--- src/rtl/com_dec_fsm_multibank.sv ---
`default_nettype none
// ============================================================================
// Module   : com_dec_fsm_multibank
// Purpose  : Command decoder for the vector coprocessor. Turns opcode bytes
//            from the UART receive path into an operation code and a
//            per-bank enable vector, and holds them until the datapath
//            signals completion. Indexed commands (105/106) take a second
//            byte selecting a single bank.
// Ports    : clk          - system clock, rising edge
//            rst          - asynchronous active-high reset
//            data_in[7:0] - command / argument byte
//            data_valid   - one-cycle strobe qualifying data_in
//            op_finished  - datapath completion pulse (used in RUN only)
//            op[7:0]      - active operation code, 0 when idle
//            bank_en      - per-bank enable, NUM_BANKS wide
//            busy         - high in every state except IDLE
//            cmd_err      - one-cycle pulse on illegal opcode / bank index
//            timeout      - one-cycle pulse on watchdog expiry
// Options  : COM_DEC_TIMEOUT_EN - enables the RUN-state watchdog; when not
//            defined, timeout is tied low and RUN waits indefinitely.
// Revision : 1.0 - initial release
// ============================================================================
module com_dec_fsm_multibank #(
    parameter int NUM_BANKS      = 2,
    parameter int TIMEOUT_CYCLES = 1048576
) (
    input  logic                 clk,
    input  logic                 rst,
    input  logic [7:0]           data_in,
    input  logic                 data_valid,
    input  logic                 op_finished,
    output logic [7:0]           op,
    output logic [NUM_BANKS-1:0] bank_en,
    output logic                 busy,
    output logic                 cmd_err,
    output logic                 timeout
);

    typedef enum logic [1:0] {
        S_IDLE = 2'd0,
        S_ARG  = 2'd1,
        S_RUN  = 2'd2
    } state_t;

    state_t                r_state, w_state_next;
    logic [7:0]            r_arg_op, w_arg_op_next;
    logic [7:0]            r_op, w_op_next;
    logic [NUM_BANKS-1:0]  r_bank, w_bank_next;
    logic                  r_busy, w_busy_next;
    logic                  r_err, w_err_next;
    logic                  r_tmo, w_tmo_next;
    logic                  w_expire;

`ifdef COM_DEC_TIMEOUT_EN
    localparam int                 c_CNT_W = $clog2(TIMEOUT_CYCLES + 1);
    // Expiry is flagged during the last allowed RUN cycle so the counter
    // reaches TIMEOUT_CYCLES on the same edge that leaves RUN.
    localparam logic [c_CNT_W-1:0] c_LIMIT = c_CNT_W'(TIMEOUT_CYCLES - 1);

    logic [c_CNT_W-1:0] r_cnt;

    always_ff @(posedge clk or posedge rst) begin
        if (rst) begin
            r_cnt <= '0;
        end else if ((w_state_next == S_RUN) && (r_state != S_RUN)) begin
            r_cnt <= '0;
        end else if (r_state == S_RUN) begin
            r_cnt <= r_cnt + c_CNT_W'(1);
        end
    end

    assign w_expire = (r_state == S_RUN) && (r_cnt == c_LIMIT);
`else
    assign w_expire = 1'b0;
`endif

    // State and all outputs are registered together so every output
    // changes on the edge that performs the transition.
    always_ff @(posedge clk or posedge rst) begin
        if (rst) begin
            r_state  <= S_IDLE;
            r_arg_op <= '0;
            r_op     <= '0;
            r_bank   <= '0;
            r_busy   <= 1'b0;
            r_err    <= 1'b0;
            r_tmo    <= 1'b0;
        end else begin
            r_state  <= w_state_next;
            r_arg_op <= w_arg_op_next;
            r_op     <= w_op_next;
            r_bank   <= w_bank_next;
            r_busy   <= w_busy_next;
            r_err    <= w_err_next;
            r_tmo    <= w_tmo_next;
        end
    end

    always_comb begin
        w_state_next  = r_state;
        w_arg_op_next = r_arg_op;
        w_op_next     = r_op;
        w_bank_next   = r_bank;
        w_err_next    = 1'b0;
        w_tmo_next    = 1'b0;

        case (r_state)
            S_IDLE: begin
                if (data_valid) begin
                    case (data_in)
                        8'd97, 8'd99: begin
                            w_state_next   = S_RUN;
                            w_op_next      = data_in;
                            w_bank_next    = '0;
                            w_bank_next[0] = 1'b1;
                        end
                        8'd98, 8'd100: begin
                            w_state_next   = S_RUN;
                            w_op_next      = data_in;
                            w_bank_next    = '0;
                            w_bank_next[1] = 1'b1;
                        end
                        8'd101, 8'd102, 8'd103, 8'd104: begin
                            w_state_next   = S_RUN;
                            w_op_next      = data_in;
                            w_bank_next    = '0;
                            w_bank_next[0] = 1'b1;
                            w_bank_next[1] = 1'b1;
                        end
                        8'd105, 8'd106: begin
                            w_state_next  = S_ARG;
                            w_arg_op_next = data_in;
                        end
                        8'd0: begin
                            // Padding byte: silently ignored.
                        end
                        default: begin
                            w_err_next = 1'b1;
                        end
                    endcase
                end
            end

            S_ARG: begin
                if (data_valid) begin
                    if (int'(data_in) < NUM_BANKS) begin
                        w_state_next = S_RUN;
                        w_op_next    = r_arg_op;
                        for (int i = 0; i < NUM_BANKS; i++) begin
                            w_bank_next[i] = (int'(data_in) == i);
                        end
                    end else begin
                        w_state_next = S_IDLE;
                        w_err_next   = 1'b1;
                    end
                end
            end

            S_RUN: begin
                // Completion takes priority over a coincident expiry.
                if (op_finished) begin
                    w_state_next = S_IDLE;
                    w_op_next    = '0;
                    w_bank_next  = '0;
                end else if (w_expire) begin
                    w_state_next = S_IDLE;
                    w_op_next    = '0;
                    w_bank_next  = '0;
                    w_tmo_next   = 1'b1;
                end
            end

            default: begin
                w_state_next = S_IDLE;
                w_op_next    = '0;
                w_bank_next  = '0;
            end
        endcase

        w_busy_next = (w_state_next != S_IDLE);
    end

    assign op      = r_op;
    assign bank_en = r_bank;
    assign busy    = r_busy;
    assign cmd_err = r_err;
    assign timeout = r_tmo;

endmodule
`default_nettype wire
--- config.mk ---
export PLATFORM = sky130hd
export DESIGN_NAME = com_dec_fsm_multibank
export DESIGN_NICKNAME = d
export VERILOG_FILES = /design/src/rtl/com_dec_fsm_multibank.sv
export SDC_FILE = /design/constraint.sdc
export NUM_CORES = 1
export LEC_CHECK = 0
export ABC_CLOCK_PERIOD_IN_PS = 2750
export CORE_ASPECT_RATIO = 0.75
export CORE_UTILIZATION = 40
export CTS_BUF_LIST = sky130_fd_sc_hd__clkbuf_4 sky130_fd_sc_hd__clkbuf_8
export DETAILED_ROUTE_END_ITERATION = 10
export HOLD_SLACK_MARGIN = 0.02
export PLACE_DENSITY_LB_ADDON = 0.25
export SYNTH_ARGS = -nofsm -noshare
export SYNTH_HDL_FRONTEND = slang
export SYNTH_SLANG_ARGS = --single-unit
--- constraint.sdc ---
create_clock -name clk -period 2.75 [get_ports clk]
set_clock_uncertainty 0.15 [all_clocks]
set_input_delay 0.55 -clock clk [delete_from_list [all_inputs] [get_ports clk]]
set_output_delay 0.55 -clock clk [all_outputs]
set_load 0.01 [all_outputs]
==> run_results.csv, run 1 <==
group,metric,value,unit
pwr,p_per_area,575.3,mW/mm^2
logic_synthesis,synth-simple-area-share,0.1965,
clock_network,cts_sinks,22,
logic_synthesis,synth.distinct_cells,39,
logic_synthesis,syn-instance-count,108,
critical_path,cp_slowest_cell,"clkdlybuf4s50_1",
timing,tightest_slew,0.8221,ns
place,port_buffers,23,
critical_path,cp-end-kind,"register",
global_routing,antenna_found_initial,0,
final_layout,post-route-util,0.5722,
outcome,run_status,"complete, no violations",
final_layout,layout_commonest_cell,"clkdlybuf4s50_1",
critical_path,worstPathArrival,2.49,ns
logic_synthesis,yosysWarnings,0,
die,die_h,49.51,um
logic_synthesis,avgSynthCellArea,11.14,um^2
critical_path,critPathTopFamily,"buffers and inverters",
routing,routedWlPerCell,14.82,um
final_layout,final_cell_area,0.001558,mm^2
logic_synthesis,synth_nets,120,
die,io_pins,25,
place,preCtsSetupSlack,0.01031,ns
final_layout,nets,149,
pwr,leakagePower,0.6920,nW
die,start_util,0.4421,
hold_path,min_path_type,"reg2reg",
global_routing,grt_first_pass_wirelength,4305,um
clock_network,postCtsSetupBuffers,0,
clock_network,postCtsHoldBufs,0,
final_layout,drive_above_1_share,0.2426,
logic_synthesis,synth_compound_area_frac,0.09771,
logic_synthesis,seq_area_frac_synth,0.4574,
global_routing,grt_start_max_net_pins,23,
routing,dr_total_vias,912,
timing,fmax,0.4024,GHz
final_layout,num_antenna_cells,0,
place,placed_area,0.001503,mm^2
critical_path,crit_buf_inv,2,
clock_network,h-tree-depth,1,
timing,whs,0.3339,ns
die,core_area,0.002723,mm^2
logic_synthesis,synth_xor_area_frac,0.01455,
clock_network,ctsResizeCount,0,
clock_network,cts_tree,"yes",
routing,drc,0,
global_routing,grt.overflow.total,0,
timing,hold_viol_final,0,
routing,wirelength,2549,um
timing,slew_headroom,0.4513,
critical_path,worstPathRequired,2.75,ns
timing,fin_crit,2.485,ns
global_routing,grt_pass1_vias,862,
final_layout,most-common-layout-cells,"23 x clkdlybuf4s50_1, 22 x dfrtp_1, 12 x nor2_1, 12 x mux2_2, 10 x buf_4",
pwr,ir_drop,0.3244,mV
logic_synthesis,synth_seq_cells,22,
logic_synthesis,muxShareOfSynthArea,0.1788,
critical_path,cp_slowest_stage_delay,0.57,ns
die,num_rows,16,
timing,fin_crit_sh,0.9037,
timing,final-max-slew-violation-count,0,
clock_network,clk_path_buf_depth,2,
routing,viasPerCell,5.302,
final_layout,area_growth,29.42,%
clock_network,path_clk_slew,0.08,ns
critical_path,worstSetupPathType,"in2reg",
place,hpwl,1879,um
timing,setup_viol,0,
logic_synthesis,syn_area,0.001204,mm^2
place,place.gp.congestion,0.8582,
logic_synthesis,synth_top_family_by_area,"simple AND/OR/NAND/NOR gates",
critical_path,worstPathCellList,"clkdlybuf4s50_1 -> nor4_4 -> a211oi_1 -> a211oi_4 -> buf_4 -> mux2_2",
die,die_area,0.003235,mm^2
clock_network,cts_root_buffer,"clkbuf_8",
clock_network,cts_buffers,3,
timing,setup_tns,0,ns
timing,finalWorstSetupSlack,0.2647,ns
job,max_cap_viol_count,0,
die,dieWidth,65.34,um
global_routing,grtUsageTotal,0.1770,
routing,drt-initial-drc-count,61,
timing,rsz0062_at_grt,"no",
critical_path,path_max_fanout,8,
logic_synthesis,synthAdderAreaFrac,0,
routing,ant_nets,0,
clock_network,clk_latency,0.26,ns
routing,drt_pass1_iterations,5,
critical_path,startpoint_type,"input port",
[area by class of cell]
type / count / area (um^2)
Timing Repair Buffer: 33 / 305.3
Sequential cell: 22 / 550.5
Inverter: 3 / 11.26
Tap cell: 36 / 45.04
Clock buffer: 4 / 55.05
Multi-Input combinational cell: 74 / 590.6
Fill cell: 252 / 1165
[worst paths after layout]
check | start | endpoint | slack (ns) | depth (start not counted)
max | data_in[1] | op[3]$_DFFE_PP0P_ | 0.26 | 6
min | r_arg_op[5]$_DFFE_PP0P_ | r_arg_op[5]$_DFFE_PP0P_ | 0.33 | 1
max reg2reg | r_state[1]$_DFF_PP0_ | op[3]$_DFFE_PP0P_ | 0.60 | 5
min reg2reg | r_arg_op[5]$_DFFE_PP0P_ | r_arg_op[5]$_DFFE_PP0P_ | 0.33 | 1
max in group asynchronous | rst | r_state[1]$_DFF_PP0_ | 1.35 | 2
min in group asynchronous | rst | op[2]$_DFFE_PP0P_ | 0.59 | 2
[cell usage after synthesis]
cell type,n,area (um^2)
clkbuf_2,1,5.000
conb_1,1,3.750
a41o_1,1,10.01
nor3_1,2,10.01
a21oi_1,1,5.000
nor4b_1,1,8.760
o31ai_1,1,7.510
or4_1,1,7.510
buf_6,1,11.26
o21bai_1,1,7.510
and2b_1,3,22.52
and4b_1,1,10.01
nor3b_1,2,15.01
dfrtp_1,22,550.5
buf_4,2,15.01
nor2_1,12,45.04
a22o_1,1,8.760
a2111o_1,1,11.26
nand2_1,2,7.510
o21ai_0,1,5.000
mux2i_1,8,80.08
inv_1,3,11.26
nand3_1,2,10.01
clkbuf_1,3,11.26
mux2_2,12,135.1
a32o_1,1,10.01
a211o_1,2,17.52
and4bb_2,1,12.51
nand2b_1,1,6.260
nand4_1,2,12.51
nand3_2,1,10.01
xor2_1,2,17.52
nor2b_1,3,18.77
buf_1,1,3.750
a211oi_1,2,15.01
or2_2,3,18.77
a211oi_4,1,20.02
nor4_4,1,21.27
buf_2,1,5.000
[where the power goes]
group / switching (W) / internal, W / total [W]
Combinational: 0.0000943 / 0.000157 / 0.000252
Clock: 0.000102 / 0.000128 / 0.000229
Sequential: 0.0000330 / 0.000382 / 0.000415
Total: 0.000229 / 0.000667 / 0.000896
[per-layer routing]
| layer | GRT usage | up-vias | part of all wire |
|---|---|---|---|
| li1 | - | 441 | - |
| met5 | 0 | - | 0 |
| met3 | 0.05556 | 2 | 0.066 |
| met2 | 0.2595 | 34 | 0.45 |
| met1 | 0.2610 | 435 | 0.48 |
| met4 | 0.02174 | 0 | 0.0031 |
[state kept, by name, summed over array words and instances, names as in the netlist]
| name | count |
|---|---|
| r_state | 2 |
| busy | 1 |
| cmd_err | 1 |
| bank_en | 2 |
| r_arg_op | 8 |
| op | 8 |
[stage by stage]
stage,instances,total power [W]
after CTS,172,0.0009026
after detailed placement,168,0.0006735
after floorplan,108,0.0005309
final,172,0.0008962
after global placement,168,0.0006680
after global routing,172,0.0009455
[cells by family after synthesis]
| family | Yosys count |
|---|---|
| AOI/OAI and AO/OA | 13 |
| xor gates and xnor gates | 2 |
| buffers and inverters | 12 |
| DFF | 22 |
| muxes | 20 |
| other | 1 |
| and+or+nand+nor | 38 |
No activity file was read; power rests on OpenSTA's default activity.
==> run 2, diff against run 1 <==
--- a/config.mk
+++ b/config.mk
@@ -6,12 +6,14 @@
 export NUM_CORES = 1
 export LEC_CHECK = 0
 export ABC_CLOCK_PERIOD_IN_PS = 2750
-export CORE_ASPECT_RATIO = 0.75
+export CORE_ASPECT_RATIO = 2
 export CORE_UTILIZATION = 40
 export CTS_BUF_LIST = sky130_fd_sc_hd__clkbuf_4 sky130_fd_sc_hd__clkbuf_8
+export CTS_CLUSTER_DIAMETER = 100
 export DETAILED_ROUTE_END_ITERATION = 10
 export HOLD_SLACK_MARGIN = 0.02
 export PLACE_DENSITY_LB_ADDON = 0.25
+export SKIP_LAST_GASP = 1
 export SYNTH_ARGS = -nofsm -noshare
 export SYNTH_HDL_FRONTEND = slang
 export SYNTH_SLANG_ARGS = --single-unit
==> run_results.csv, run 2 (synthesis results as in run 1) <==
group,metric,value,unit
outcome,run_status,"complete, no violations",
timing,fin_crit,2.364,ns
routing,viasPerCell,5.436,
die,num_rows,27,
final_layout,final_cell_count_no_fill,163,
pwr,ir_drop,0.4550,mV
final_layout,fill_cells,250,
timing,tightest_slew,0.8428,ns
timing,setup_tns,0,ns
routing,drt_pass1_iterations,4,
clock_network,path_clk_slew,0.07,ns
timing,hold_viol_final,0,
die,start_util,0.4293,
global_routing,met1_usage,0.2036,
pwr,leakagePower,0.6842,nW
clock_network,cts_root_buffer,"clkbuf_8",
critical_path,cp_slowest_cell,"clkdlybuf4s50_1",
clock_network,clk_path_buf_depth,2,
routing,wirelength,2479,um
final_layout,layout_commonest_cell,"clkdlybuf4s50_1",
global_routing,grt_first_pass_wirelength,3967,um
place,dp_cells,159,
job,max_cap_viol_count,0,
hold_path,min_path_type,"reg2reg",
final_layout,drive_above_1_share,0.2313,
global_routing,antenna_found_initial,0,
die,die_h,79.58,um
final_layout,num_antenna_cells,0,
critical_path,path_max_fanout,10,
place,placed_area,0.001491,mm^2
final_layout,nets,147,
routing,drt-initial-drc-count,22,
global_routing,grt_use_met2,0.2953,
critical_path,worstPathRequired,2.75,ns
timing,fmax,0.4229,GHz
timing,slew_headroom,0.4375,
place,port_buffers,23,
clock_network,postCtsSetupBuffers,0,
global_routing,grt_pass1_vias,905,
critical_path,cp_slowest_stage_delay,0.51,ns
clock_network,cts_tree,"yes",
die,dieWidth,40.79,um
critical_path,cp-end-kind,"register",
routing,routedWlPerCell,15.21,um
clock_network,ctsResizeCount,0,
die,core_area,0.002804,mm^2
global_routing,grt_start_max_net_pins,23,
place,hpwl,1839,um
critical_path,worstPathArrival,2.37,ns
clock_network,h-tree-depth,1,
final_layout,most-common-layout-cells,"23 x clkdlybuf4s50_1, 22 x dfrtp_1, 12 x nor2_1, 12 x mux2_2, 8 x mux2i_1",
final_layout,final_cell_area,0.001546,mm^2
global_routing,busiest_layer,"met2",
place,place.gp.congestion,0.7201,
clock_network,clk_latency,0.26,ns
global_routing,grtUsageTotal,0.1791,
routing,ant_nets,0,
routing,dr_total_vias,886,
routing,drc,0,
pwr,p_per_area,576.9,mW/mm^2
die,die_area,0.003246,mm^2
timing,rsz0062_at_grt,"no",
critical_path,worstPathCellList,"clkdlybuf4s50_1 -> nor4_4 -> a211oi_1 -> a211oi_4 -> buf_12 -> mux2_2",
clock_network,postCtsHoldBufs,0,
global_routing,use_met3,0.03064,
die,io_pins,25,
timing,fin_crit_sh,0.8598,
global_routing,grt.overflow.total,0,
timing,setup_viol,0,
clock_network,cts_sinks,22,
critical_path,startpoint_type,"input port",
timing,final-max-slew-violation-count,0,
final_layout,area_growth,28.48,%
critical_path,worstSetupPathType,"in2reg",
clock_network,cts_buffers,3,
[run 2: cell count changes in the layout (fill, tap and decap cells not counted)]
cell,delta
buf_12,+1
buf_4,-3
[run 2: where the power goes]
group	total [W]	internal, W	switching [W]	leakage [nW]
Sequential	0.000411	0.000382	0.0000290	0.285
Clock	0.000230	0.000128	0.000102	0.0288
Combinational	0.000251	0.000157	0.0000942	0.371
[run 2: worst paths after layout]
check / startpoint / endpoint / slack, ns / cells past startpoint
min in group asynchronous: rst / op[0]$_DFFE_PP0P_ / 0.60 / 2
worst min register to register: r_arg_op[3]$_DFFE_PP0P_ / r_arg_op[3]$_DFFE_PP0P_ / 0.32 / 1
worst max-delay path: data_in[1] / op[5]$_DFFE_PP0P_ / 0.39 / 6
worst max register to register: r_state[0]$_DFF_PP0_ / op[5]$_DFFE_PP0P_ / 0.60 / 6
worst min-delay path: r_arg_op[3]$_DFFE_PP0P_ / r_arg_op[3]$_DFFE_PP0P_ / 0.32 / 1
max in group asynchronous: rst / op[5]$_DFFE_PP0P_ / 1.33 / 2
[run 2: critical path: cells and delay by family]
kind | cells | cell delay, ns
simple gates | 1 | 0.34
compound gates | 2 | 0.46
buf+inv | 2 | 0.68
mux | 1 | 0.33
[run 2: layout make-up]
| type | count | area, um^2 | share of cell area |
|---|---|---|---|
| multi-input cells | 74 | 590.6 | 0.3819 |
| clock buffers | 4 | 55.05 | 0.03560 |
| well taps | 29 | 36.28 | 0.02346 |
| inverters | 3 | 11.26 | 0.007282 |
| flip-flops and latches | 22 | 550.5 | 0.3560 |
| repair buffers | 31 | 302.8 | 0.1958 |
[run 2: stage by stage]
stage          utilization  hold slack, ns  setup WS (ns)  total power (W)
2_1_floorplan            -          0.2893         0.5352        0.0005309
3_3_place_gp        0.5319          0.3011        0.09549        0.0006666
3_5_place_dp        0.5319          0.3057        0.08726        0.0006722
4_1_cts             0.5515          0.3248         0.3736        0.0009076
5_1_grt             0.5515          0.3455         0.2992        0.0009433
6_report            0.5515          0.3203         0.3855        0.0008922
[run 2: layer usage]
layer	vias up	share of wire
li1	434	-
met1	433	0.41
met2	14	0.54
met3	5	0.027
met4	0	0.021
met5	-	0
